## src/rtl/shift_mix_add_stage_if.sv

```systemverilog
// Bundle for the ShiftRows/MixColumns/AddRoundKey stage: upstream word handshake,
// downstream result handshake and the completed-transfer counter.
interface shift_mix_add_stage_if;
    logic         in_valid;
    logic         in_ready;
    logic [127:0] in_state;
    logic [127:0] in_key;
    logic         in_final;
    logic         out_valid;
    logic         out_ready;
    logic [127:0] out_state;
    logic         out_final;
    logic [15:0]  out_count;

    modport master (
        output in_valid, in_state, in_key, in_final, out_ready,
        input  in_ready, out_valid, out_state, out_final, out_count
    );

    modport slave (
        input  in_valid, in_state, in_key, in_final, out_ready,
        output in_ready, out_valid, out_state, out_final, out_count
    );
endinterface

```

## src/rtl/shift_mix_add_stage.sv

```systemverilog
// AES round tail: ShiftRows -> MixColumns (bypassed on final round) -> XOR round key.
// Latency: 2 cycles accept-to-out_valid with REG_MID=1, 1 cycle with REG_MID=0.
// Backpressure: valid/ready per stage; in_ready is combinational from out_ready, full rate when unstalled.
module shift_mix_add_stage #(
    parameter int REG_MID = 1
) (
    input logic              clk,
    input logic              rst_n,
    shift_mix_add_stage_if.slave bus
);

    function automatic logic [7:0] xtime(input logic [7:0] b);
        return {b[6:0], 1'b0} ^ (b[7] ? 8'h1b : 8'h00);
    endfunction

    // Byte k of the word sits at [127-8k -: 8]; column = k/4, row = k%4.
    function automatic logic [127:0] shift_rows(input logic [127:0] s);
        logic [127:0] o;
        o = '0;
        for (int c = 0; c < 4; c++) begin
            for (int r = 0; r < 4; r++) begin
                o[127-8*(4*c+r) -: 8] = s[127-8*(4*((c+r)%4)+r) -: 8];
            end
        end
        return o;
    endfunction

    function automatic logic [127:0] mix_columns(input logic [127:0] s);
        logic [127:0] o;
        logic [7:0]   a0, a1, a2, a3;
        o = '0;
        for (int c = 0; c < 4; c++) begin
            a0 = s[127-32*c -: 8];
            a1 = s[119-32*c -: 8];
            a2 = s[111-32*c -: 8];
            a3 = s[103-32*c -: 8];
            o[127-32*c -: 8] = xtime(a0) ^ xtime(a1) ^ a1 ^ a2 ^ a3;
            o[119-32*c -: 8] = a0 ^ xtime(a1) ^ xtime(a2) ^ a2 ^ a3;
            o[111-32*c -: 8] = a0 ^ a1 ^ xtime(a2) ^ xtime(a3) ^ a3;
            o[103-32*c -: 8] = xtime(a0) ^ a0 ^ a1 ^ a2 ^ xtime(a3);
        end
        return o;
    endfunction

    logic [127:0] sr_w;
    logic [127:0] mix_w;
    logic [127:0] lin_w;
    logic         accept;
    logic         xfer;
    logic [15:0]  out_count_q;

    assign sr_w   = shift_rows(bus.in_state);
    assign mix_w  = mix_columns(sr_w);
    assign lin_w  = bus.in_final ? sr_w : mix_w;
    assign accept = bus.in_valid && bus.in_ready;
    assign xfer   = bus.out_valid && bus.out_ready;

    generate
        if (REG_MID != 0) begin : g_two_stage
            logic         s1_vld;
            logic [127:0] s1_dat;
            logic [127:0] s1_key;
            logic         s1_fin;
            logic         s2_vld;
            logic [127:0] s2_dat;
            logic         s2_fin;
            logic         s2_open;
            logic         s1_adv;

            // Stage 2 can take a word if empty or draining this cycle.
            assign s2_open      = !s2_vld || bus.out_ready;
            assign s1_adv       = s1_vld && s2_open;
            assign bus.in_ready = !s1_vld || s1_adv;

            always_ff @(posedge clk or negedge rst_n) begin
                if (!rst_n) begin
                    s1_vld <= 1'b0;
                    s1_dat <= '0;
                    s1_key <= '0;
                    s1_fin <= 1'b0;
                end else begin
                    if (bus.in_ready) s1_vld <= bus.in_valid;
                    if (accept) begin
                        s1_dat <= lin_w;
                        s1_key <= bus.in_key;
                        s1_fin <= bus.in_final;
                    end
                end
            end

            always_ff @(posedge clk or negedge rst_n) begin
                if (!rst_n) begin
                    s2_vld <= 1'b0;
                    s2_dat <= '0;
                    s2_fin <= 1'b0;
                end else if (s2_open) begin
                    s2_vld <= s1_vld;
                    if (s1_adv) begin
                        s2_dat <= s1_dat ^ s1_key;
                        s2_fin <= s1_fin;
                    end
                end
            end

            assign bus.out_valid = s2_vld;
            assign bus.out_state = s2_dat;
            assign bus.out_final = s2_fin;
        end else begin : g_one_stage
            logic         s_vld;
            logic [127:0] s_dat;
            logic         s_fin;

            assign bus.in_ready = !s_vld || bus.out_ready;

            always_ff @(posedge clk or negedge rst_n) begin
                if (!rst_n) begin
                    s_vld <= 1'b0;
                    s_dat <= '0;
                    s_fin <= 1'b0;
                end else begin
                    if (bus.in_ready) s_vld <= bus.in_valid;
                    if (accept) begin
                        s_dat <= lin_w ^ bus.in_key;
                        s_fin <= bus.in_final;
                    end
                end
            end

            assign bus.out_valid = s_vld;
            assign bus.out_state = s_dat;
            assign bus.out_final = s_fin;
        end
    endgenerate

    always_ff @(posedge clk or negedge rst_n) begin
        if (!rst_n) begin
            out_count_q <= 16'd0;
        end else if (xfer) begin
            out_count_q <= out_count_q + 16'd1;
        end
    end

    assign bus.out_count = out_count_q;

endmodule

```

## src/flat_wrapper.sv

```systemverilog
// flat-port wrapper written by rule: the top's interface ports become plain ports
module shift_mix_add_stage_flat 
#(
    parameter int REG_MID = 1
)
  (clk, rst_n, bus_in_valid, bus_in_state, bus_in_key, bus_in_final, bus_out_ready, bus_in_ready, bus_out_valid, bus_out_state, bus_out_final, bus_out_count);
  shift_mix_add_stage_if bus_i ();
  input logic clk;
  input logic rst_n;
  input wire logic [$bits(bus_i.in_valid)-1:0] bus_in_valid;
  input wire logic [$bits(bus_i.in_state)-1:0] bus_in_state;
  input wire logic [$bits(bus_i.in_key)-1:0] bus_in_key;
  input wire logic [$bits(bus_i.in_final)-1:0] bus_in_final;
  input wire logic [$bits(bus_i.out_ready)-1:0] bus_out_ready;
  output wire logic [$bits(bus_i.in_ready)-1:0] bus_in_ready;
  output wire logic [$bits(bus_i.out_valid)-1:0] bus_out_valid;
  output wire logic [$bits(bus_i.out_state)-1:0] bus_out_state;
  output wire logic [$bits(bus_i.out_final)-1:0] bus_out_final;
  output wire logic [$bits(bus_i.out_count)-1:0] bus_out_count;
  assign bus_i.in_valid = bus_in_valid;
  assign bus_i.in_state = bus_in_state;
  assign bus_i.in_key = bus_in_key;
  assign bus_i.in_final = bus_in_final;
  assign bus_i.out_ready = bus_out_ready;
  assign bus_in_ready = bus_i.in_ready;
  assign bus_out_valid = bus_i.out_valid;
  assign bus_out_state = bus_i.out_state;
  assign bus_out_final = bus_i.out_final;
  assign bus_out_count = bus_i.out_count;
  shift_mix_add_stage #(.REG_MID(REG_MID)) u_core (.clk(clk), .rst_n(rst_n), .bus(bus_i));
endmodule
```

## config.mk

```make
export PLATFORM = sky130hd
export DESIGN_NAME = shift_mix_add_stage_flat
export DESIGN_NICKNAME = d
export VERILOG_FILES = /design/src/rtl/shift_mix_add_stage_if.sv /design/src/rtl/shift_mix_add_stage.sv /design/src/flat_wrapper.sv
export SDC_FILE = /design/constraint.sdc
export NUM_CORES = 1
export LEC_CHECK = 0
export ABC_CLOCK_PERIOD_IN_PS = 4770
export CAP_MARGIN = 20
export CORE_MARGIN = 4
export CORE_UTILIZATION = 57
export DETAILED_ROUTE_END_ITERATION = 12
export GPL_ROUTABILITY_DRIVEN = 0
export PLACE_DENSITY = 0.83
export SLEW_MARGIN = 25
export SYNTH_ARGS = -nofsm -noshare
export SYNTH_HDL_FRONTEND = slang
export SYNTH_SLANG_ARGS = --single-unit
```

## constraint.sdc

```tcl
create_clock -name clk -period 4.77 [get_ports clk]
set_clock_uncertainty 0.15 [all_clocks]
set_input_delay 0.477 -clock clk [delete_from_list [all_inputs] [get_ports clk]]
set_output_delay 0.477 -clock clk [all_outputs]
set_load 0.1 [all_outputs]
```

==> results of run 1 <==
worst register-to-register path, cell delays in order, from the launching register on:
cell	delay [ns]
dfrtp_1	0.45
nand3b_4	0.14
and2_4	0.31
buf_4	0.81
nand3_1	0.29
o211ai_2	0.11
routing by layer:
metal,global-route usage,vias up,part of all wire
li1,-,7730,-
met1,0.3731,8118,0.41
met2,0.4673,590,0.49
met3,0.05143,126,0.067
met4,0.1045,6,0.036
met5,0,-,0.00085
synth_stat cells, types with 2 or more instances:
cell,n,area share
and4_1,3,0.0012
buf_4,20,0.0069
o21ai_1,128,0.030
inv_1,3,0.00052
nand3_1,134,0.031
clkbuf_1,53,0.0092
nor3_2,2,0.00093
xnor2_2,16,0.012
clkbuf_2,2,0.00046
xnor2_1,433,0.18
xor2_2,2,0.0015
xor2_1,122,0.049
buf_2,51,0.012
nand2_1,650,0.11
nand2b_1,3,0.00087
nor2_1,6,0.0010
o211ai_2,104,0.060
buf_1,2,0.00035
dfrtp_1,404,0.47
nand4_1,2,0.00058
buf_8,11,0.0076
xnor2_4,4,0.0051
o211ai_1,24,0.0083
area by class of cell:
cell class	count	area, um^2	area share
multi-input combinational	1642	10730	0.3948
sequential	404	10110	0.3719
timing repair buffer	423	4297	0.1581
clock buffer	66	1286	0.04732
tap	511	639.4	0.02352
clock inverter	11	97.59	0.003590
inverter	3	11.26	0.0004143
antenna	4	10.01	0.0003683
state kept, by name, indices dropped and copies added, names as in the netlist:
name                       flops
u_core.bus.out_final           1
u_core.g_two_stage.s1_fin      1
u_core.g_two_stage.s1_key    128
u_core.bus.out_count          16
u_core.bus.out_valid           1
u_core.g_two_stage.s1_dat    128
u_core.bus.out_state         128
u_core.g_two_stage.s1_vld      1
metrics by stage:
stage / instances / hold WS [ns] / util / setup WS [ns]
after floorplan: 2189 / 0.03141 / - / 2.045
after detailed placement: 2982 / 0.3065 / 0.6858 / 1.772
after global placement: 2982 / 0.3037 / 0.6860 / 1.783
final: 3064 / 0.2076 / 0.7233 / 1.759
after CTS: 3060 / 0.1673 / 0.7229 / 1.762
after global routing: 3063 / 0.2233 / 0.7233 / 1.728
cell usage in the layout, fill, tap and decap left out, drive strengths merged:
cell | Yosys | final
and2 | 1 | 1
and4 | 3 | 3
buf | 85 | 19
bufinv | 0 | 1
clkbuf | 55 | 66
clkdlybuf4s50 | 0 | 403
clkinv | 0 | 8
clkinvlp | 0 | 1
dfrtp | 404 | 404
diode | 0 | 4
dlygate4sd3 | 0 | 1
ha | 1 | 1
inv | 3 | 4
mux2 | 2 | 2
nand2 | 650 | 650
nand2b | 4 | 4
nand3 | 134 | 134
nand3b | 1 | 1
nand4 | 2 | 2
nor2 | 6 | 6
nor3 | 2 | 2
nor4 | 1 | 1
o211ai | 128 | 128
o21ai | 128 | 128
or2 | 1 | 1
xnor2 | 453 | 453
xnor3 | 1 | 1
xor2 | 124 | 124
power groups by stage:
stage | Sequential [mW] | Clock [mW] | Combinational, mW
5_1_grt | 4.87 | 3.51 | 6.65
6_report | 4.78 | 3.31 | 6.33
2_1_floorplan | 7.49 | 0 | 1.97
3_5_place_dp | 4.82 | 0 | 6.34
3_3_place_gp | 4.79 | 0 | 6.25
4_1_cts | 4.78 | 3.37 | 6.37
path summary, 6_finish.rpt:
kind,cells after the start,slack (ns),startpoint,end
max,3,1.76,bus_out_ready,bus_in_ready
min,3,0.21,bus_in_final,u_core.g_two_stage.s1_fin
max reg2reg,5,2.44,u_core.bus.out_valid,u_core.g_two_stage.s1_dat[72]
min reg2reg,1,0.31,u_core.bus.out_count[15],u_core.bus.out_count[15]
max in group asynchronous,3,2.92,rst_n,u_core.bus.out_state[76]
min in group asynchronous,2,0.43,rst_n,u_core.bus.out_state[10]
what timing repair did:
action | in CTS | in global routing
buffers inserted | 0 | 0
hold buffers | 1 | 0
hold endpoints to repair | 111 | 0
resized for setup | 0 | 0
cells by family (layout without fill, tap and decap cells):
logic type,count (synthesis),after routing,synth area share
simple gates,805,805,0.1509
xor+xnor,578,578,0.2444
flops,404,404,0.4675
compound gates,256,256,0.09812
buf+inv,143,503,0.03743
mux,2,2,0.001041
fa+ha+maj,1,1,0.0005784
other cells,0,4,0
==> out/qor.csv, run 1 <==
metric;value;unit
area_growth;25.68;%
clkSinkCount;404;
nNetsFinal;2780;
grt_usage;0.2816;
syn-num-nets;2451;
routed_wl;57980;um
synth-edff-count;0;
yosysUniqueCellTypes;33;
firstDrtPassIters;5;
grt_max_degree;153;
end_kind;output port;
finalInstanceArea;27180;um^2
p_leak;11.60;nW
path_clk_slew;0.06;ns
finalPower;14.43;mW
ys_async_sr_fraction;1.000;
hp-class;primary input to flip-flop;
worst_skew_pair.late_latency;0.57;ns
fin_setup_tns;0;ns
drcViolationCount;0;
cp.arrival;2.38;ns
ir_drop;524.2;uV
die_w;202.8;um
antenna_found_initial;7;
cp_num_buf_inv;2;
drive_gt1_frac;0.08513;
synth_cells;2189;
tritoncts;yes;
p_sw_frac;0.4455;
path_common_cell;clkdlybuf4s50_1;
cts_max_path_buffers;3;
switchingPower;6.427;mW
nFillCells;2677;
cts_htree_levels;2;
via_count;16570;
antenna_left;0;
slew_viol_final;0;
worst_pin_slew;1.069;ns
yosysSeqAreaShare;0.4675;
power_density;530.7;nW/um^2
grt.overflow.total;0;
clkPwrFrac;0.230;
synth_area;21630;um^2
setup-violations-final;0;
wl_per_cell;18.92;um
cpPeakStageDelay;1.16;ns
fin_crit;3.011;ns
seq_power_share;0.332;
hold_viol;0;
avgSynthCellArea;9.880;um^2
p_int;7.998;mW
ios;408;
path_max_fanout;5;
fp.dieH;202.8;um
ys_seq_elements;404;
fin_crit_sh;0.6313;
synthFlopType;dfrtp_1;
crit_path_start_kind;primary input;
placementRows;71;
rsz0062_at_grt;no;
numCtsBuffers;44;
pwr-share-comb;0.439;
place_hpwl;39820;um
path_class;primary input to output port;
grt_pass1_vias;17280;
cp.required;4.14;ns
vias_per_cell;5.408;
fmax;332.1;MHz
cp_cell_sequence;clkdlybuf4s50_1, nand3b_4, clkdlybuf4s50_1;
cap_violations;0;
crit_path_top_delay_cell;clkdlybuf4s50_1;
synth_warnings;0;
path_delay_family;buffers and inverters;
drt_iter0_markers;962;
slew_headroom;0.2848;
die-area;41120;um^2
portBuffers;407;
cts_root_buffer;clkbuf_16;
place_area;25770;um^2
coreArea;37580;um^2
status;finished, final reports clean;
initial_core_util;0.5755;
grt_pass1_wl;93650;um
No activity file was read; power rests on OpenSTA's default activity.
==> inputs of run 2 (changes only) <==
--- a/config.mk
+++ b/config.mk
@@ -5,13 +5,13 @@
 export SDC_FILE = /design/constraint.sdc
 export NUM_CORES = 1
 export LEC_CHECK = 0
-export ABC_CLOCK_PERIOD_IN_PS = 4770
+export ABC_CLOCK_PERIOD_IN_PS = 2750
 export CAP_MARGIN = 20
 export CORE_MARGIN = 4
-export CORE_UTILIZATION = 57
+export CORE_UTILIZATION = 48
 export DETAILED_ROUTE_END_ITERATION = 12
 export GPL_ROUTABILITY_DRIVEN = 0
-export PLACE_DENSITY = 0.83
+export PLACE_DENSITY = 0.74
 export SLEW_MARGIN = 25
 export SYNTH_ARGS = -nofsm -noshare
 export SYNTH_HDL_FRONTEND = slang
==> constraint.sdc (replaced) <==
create_clock -name clk -period 2.75 [get_ports clk]
set_clock_uncertainty 0.15 [all_clocks]
set_input_delay 0.275 -clock clk [delete_from_list [all_inputs] [get_ports clk]]
set_output_delay 0.275 -clock clk [all_outputs]
set_load 0.1 [all_outputs]
==> run 2 against run 1 <==
Sequential share of layout area shrank 0.42 points. Cell area rose by 1.1%. Flip-flop and latch count stayed put. Core utilization down 10 points.
==> out/qor.csv, run 2 (same netlist as run 1, synthesis figures left out) <==
metric;value;unit;change
cp.required;3.08;ns;-1.06 ns
seq_power_share;0.328;;-0.004
crit_path_top_delay_cell;dfrtp_1;;
cp.arrival;2.33;ns;-0.05 ns
cpPeakStageDelay;0.46;ns;-0.70 ns
p_sw_frac;0.4433;;-0.002199
power_density;921.5;nW/um^2;+74%
coreArea;44410;um^2;+18%
placementRows;77;;+8.5%
fp.dieH;220.3;um;+8.6%
clkPwrFrac;0.243;;+0.013
nFillCells;3672;;+37%
worst_pin_slew;0.5628;ns;-0.5066 ns
ir_drop;782.9;uV;+49%
tritoncts;yes;;
p_leak;12.08;nW;+4.1%
fin_crit;2.001;ns;
path_max_fanout;105;;+100
antenna_left;0;;unchanged
cts_htree_levels;2;;unchanged
place_hpwl;42990;um;+7.9%
setup-violations-final;0;;unchanged
firstDrtPassIters;4;;-1
via_count;16510;;-0.35%
cts_max_path_buffers;3;;unchanged
reg2reg_depth;5;;unchanged
path_clk_slew;0.06;ns;about the same
cap_violations;0;;unchanged
cp_num_buf_inv;1;;-1
hp-class;primary input to flip-flop;;
clkSinkCount;404;;unchanged
grt_usage;0.2432;;-0.03839
die_w;220.3;um;+8.6%
drt_iter0_markers;1069;;+11%
ios;408;;unchanged
cts_root_buffer;clkbuf_16;;
grt_pass1_wl;94430;um;+0.84%
p_int;14.10;mW;+76%
cts_setup_buffers;0;;unchanged
drive_gt1_frac;0.1563;;+0.07115
path_delay_family;simple AND/OR/NAND/NOR gates;;
vias_per_cell;5.194;;-4.0%
initial_core_util;0.4869;;-0.08859
pwr-share-comb;0.429;;-0.010
die-area;48520;um^2;+18%
antenna_found_initial;6;;-1
slew_viol_final;0;;unchanged
status;finished, final reports clean;;
hold_viol;0;;unchanged
fin_crit_sh;0.7277;;
grt_pass1_vias;17320;;+0.25%
area_growth;27.12;%;
fin_cells;3179;;+3.8%
end_kind;flip-flop;;
switchingPower;11.23;mW;+75%
fin_setup_tns;0;ns;unchanged
cp_cell_sequence;nand3b_4, and2_4, buf_12, nand3_1, o211ai_2;;
portBuffers;407;;unchanged
slew_headroom;0.6236;;+0.3388
place_inst;3097;;+3.9%
nNetsFinal;2815;;+1.3%
holdWs;0.06533;ns;-0.1423 ns
layout_commonest_cell;nand2_1;;
worst_skew_pair.late_latency;0.58;ns;about the same
wl_per_cell;18.70;um;-1.2%
regArea;10110;um^2;unchanged
path_class;flip-flop to flip-flop;;
fin_ws;0.7489;ns;-1.010 ns
holdPathStages;3;;unchanged
crit_path_start_kind;flip-flop;;
drcViolationCount;0;;unchanged
crit_cells;5;;+2
numCtsBuffers;45;;+2.3%
routed_wl;59460;um;+2.5%
multi_input_area;10730;um^2;unchanged
dpl_worst_slack;0.4111;ns;-1.361 ns
rsz0062_at_grt;no;;
layout_common_cells;648 x nand2_1, 433 x xnor2_1, 404 x dfrtp_1;;
fmax;499.7;MHz;
grt.overflow.total;0;;unchanged
grt_max_degree;106;;-31%
run 2: per-layer routing:
layer | vias up | wire, um | track usage
met2 | 489 | 29080 | 0.4086
li1 | 7795 | - | -
met5 | - | 68 | 0
met1 | 8128 | 25140 | 0.3224
met3 | 92 | 3704 | 0.05054
met4 | 8 | 1455 | 0.06552
run 2: power groups by stage:
stage	logic, mW	clock network, mW	registers [mW]
2_1_floorplan	3.42	0	13.0
3_3_place_gp	10.8	0	8.34
3_5_place_dp	10.9	0	8.39
4_1_cts	10.9	6.29	8.31
5_1_grt	11.5	6.56	8.45
6_report	10.9	6.16	8.31
run 2: through the flow:
| stage | utilization | power [mW] | cell area, um^2 |
|---|---|---|---|
| after global placement | 0.5847 | 19.11 | 25970 |
| final | 0.6190 | 25.33 | 27490 |
| after floorplan | - | 16.42 | 21630 |
| after CTS | 0.6189 | 25.54 | 27490 |
| after global routing | 0.6190 | 26.47 | 27490 |
| after detailed placement | 0.5847 | 19.30 | 25970 |
run 2: what timing repair did:
item,in CTS,in global routing
hold buffers,1,0
resized for setup,0,0
endpoints found under the hold margin,404,0
run 2: area by class of cell:
class / count / share of cell area
sequential: 404 / 0.3677
tap: 592 / 0.02694
antenna: 2 / 0.0001820
inverter: 3 / 0.0004096
multi-input combinational: 1642 / 0.3903
timing repair buffer: 457 / 0.1596
clock buffer: 66 / 0.04938
clock inverter: 13 / 0.005461
run 2: worst min-delay path: stages:
cell      delay (ns)
buf_4           0.25
nand3_1         0.12
o211ai_1        0.08
run 2: path summary, 6_finish.rpt:
check                                         start                             to  slack [ns]
max reg2reg                    u_core.bus.out_valid  u_core.g_two_stage.s1_dat[76]        0.75
min                                    bus_in_final   u_core.g_two_stage.s1_dat[2]        0.07
max                            u_core.bus.out_valid  u_core.g_two_stage.s1_dat[76]        0.75
min in group asynchronous                     rst_n       u_core.bus.out_state[24]        0.08
min reg2reg                u_core.bus.out_count[15]       u_core.bus.out_count[15]        0.33
max in group asynchronous                     rst_n       u_core.bus.out_state[81]        1.62
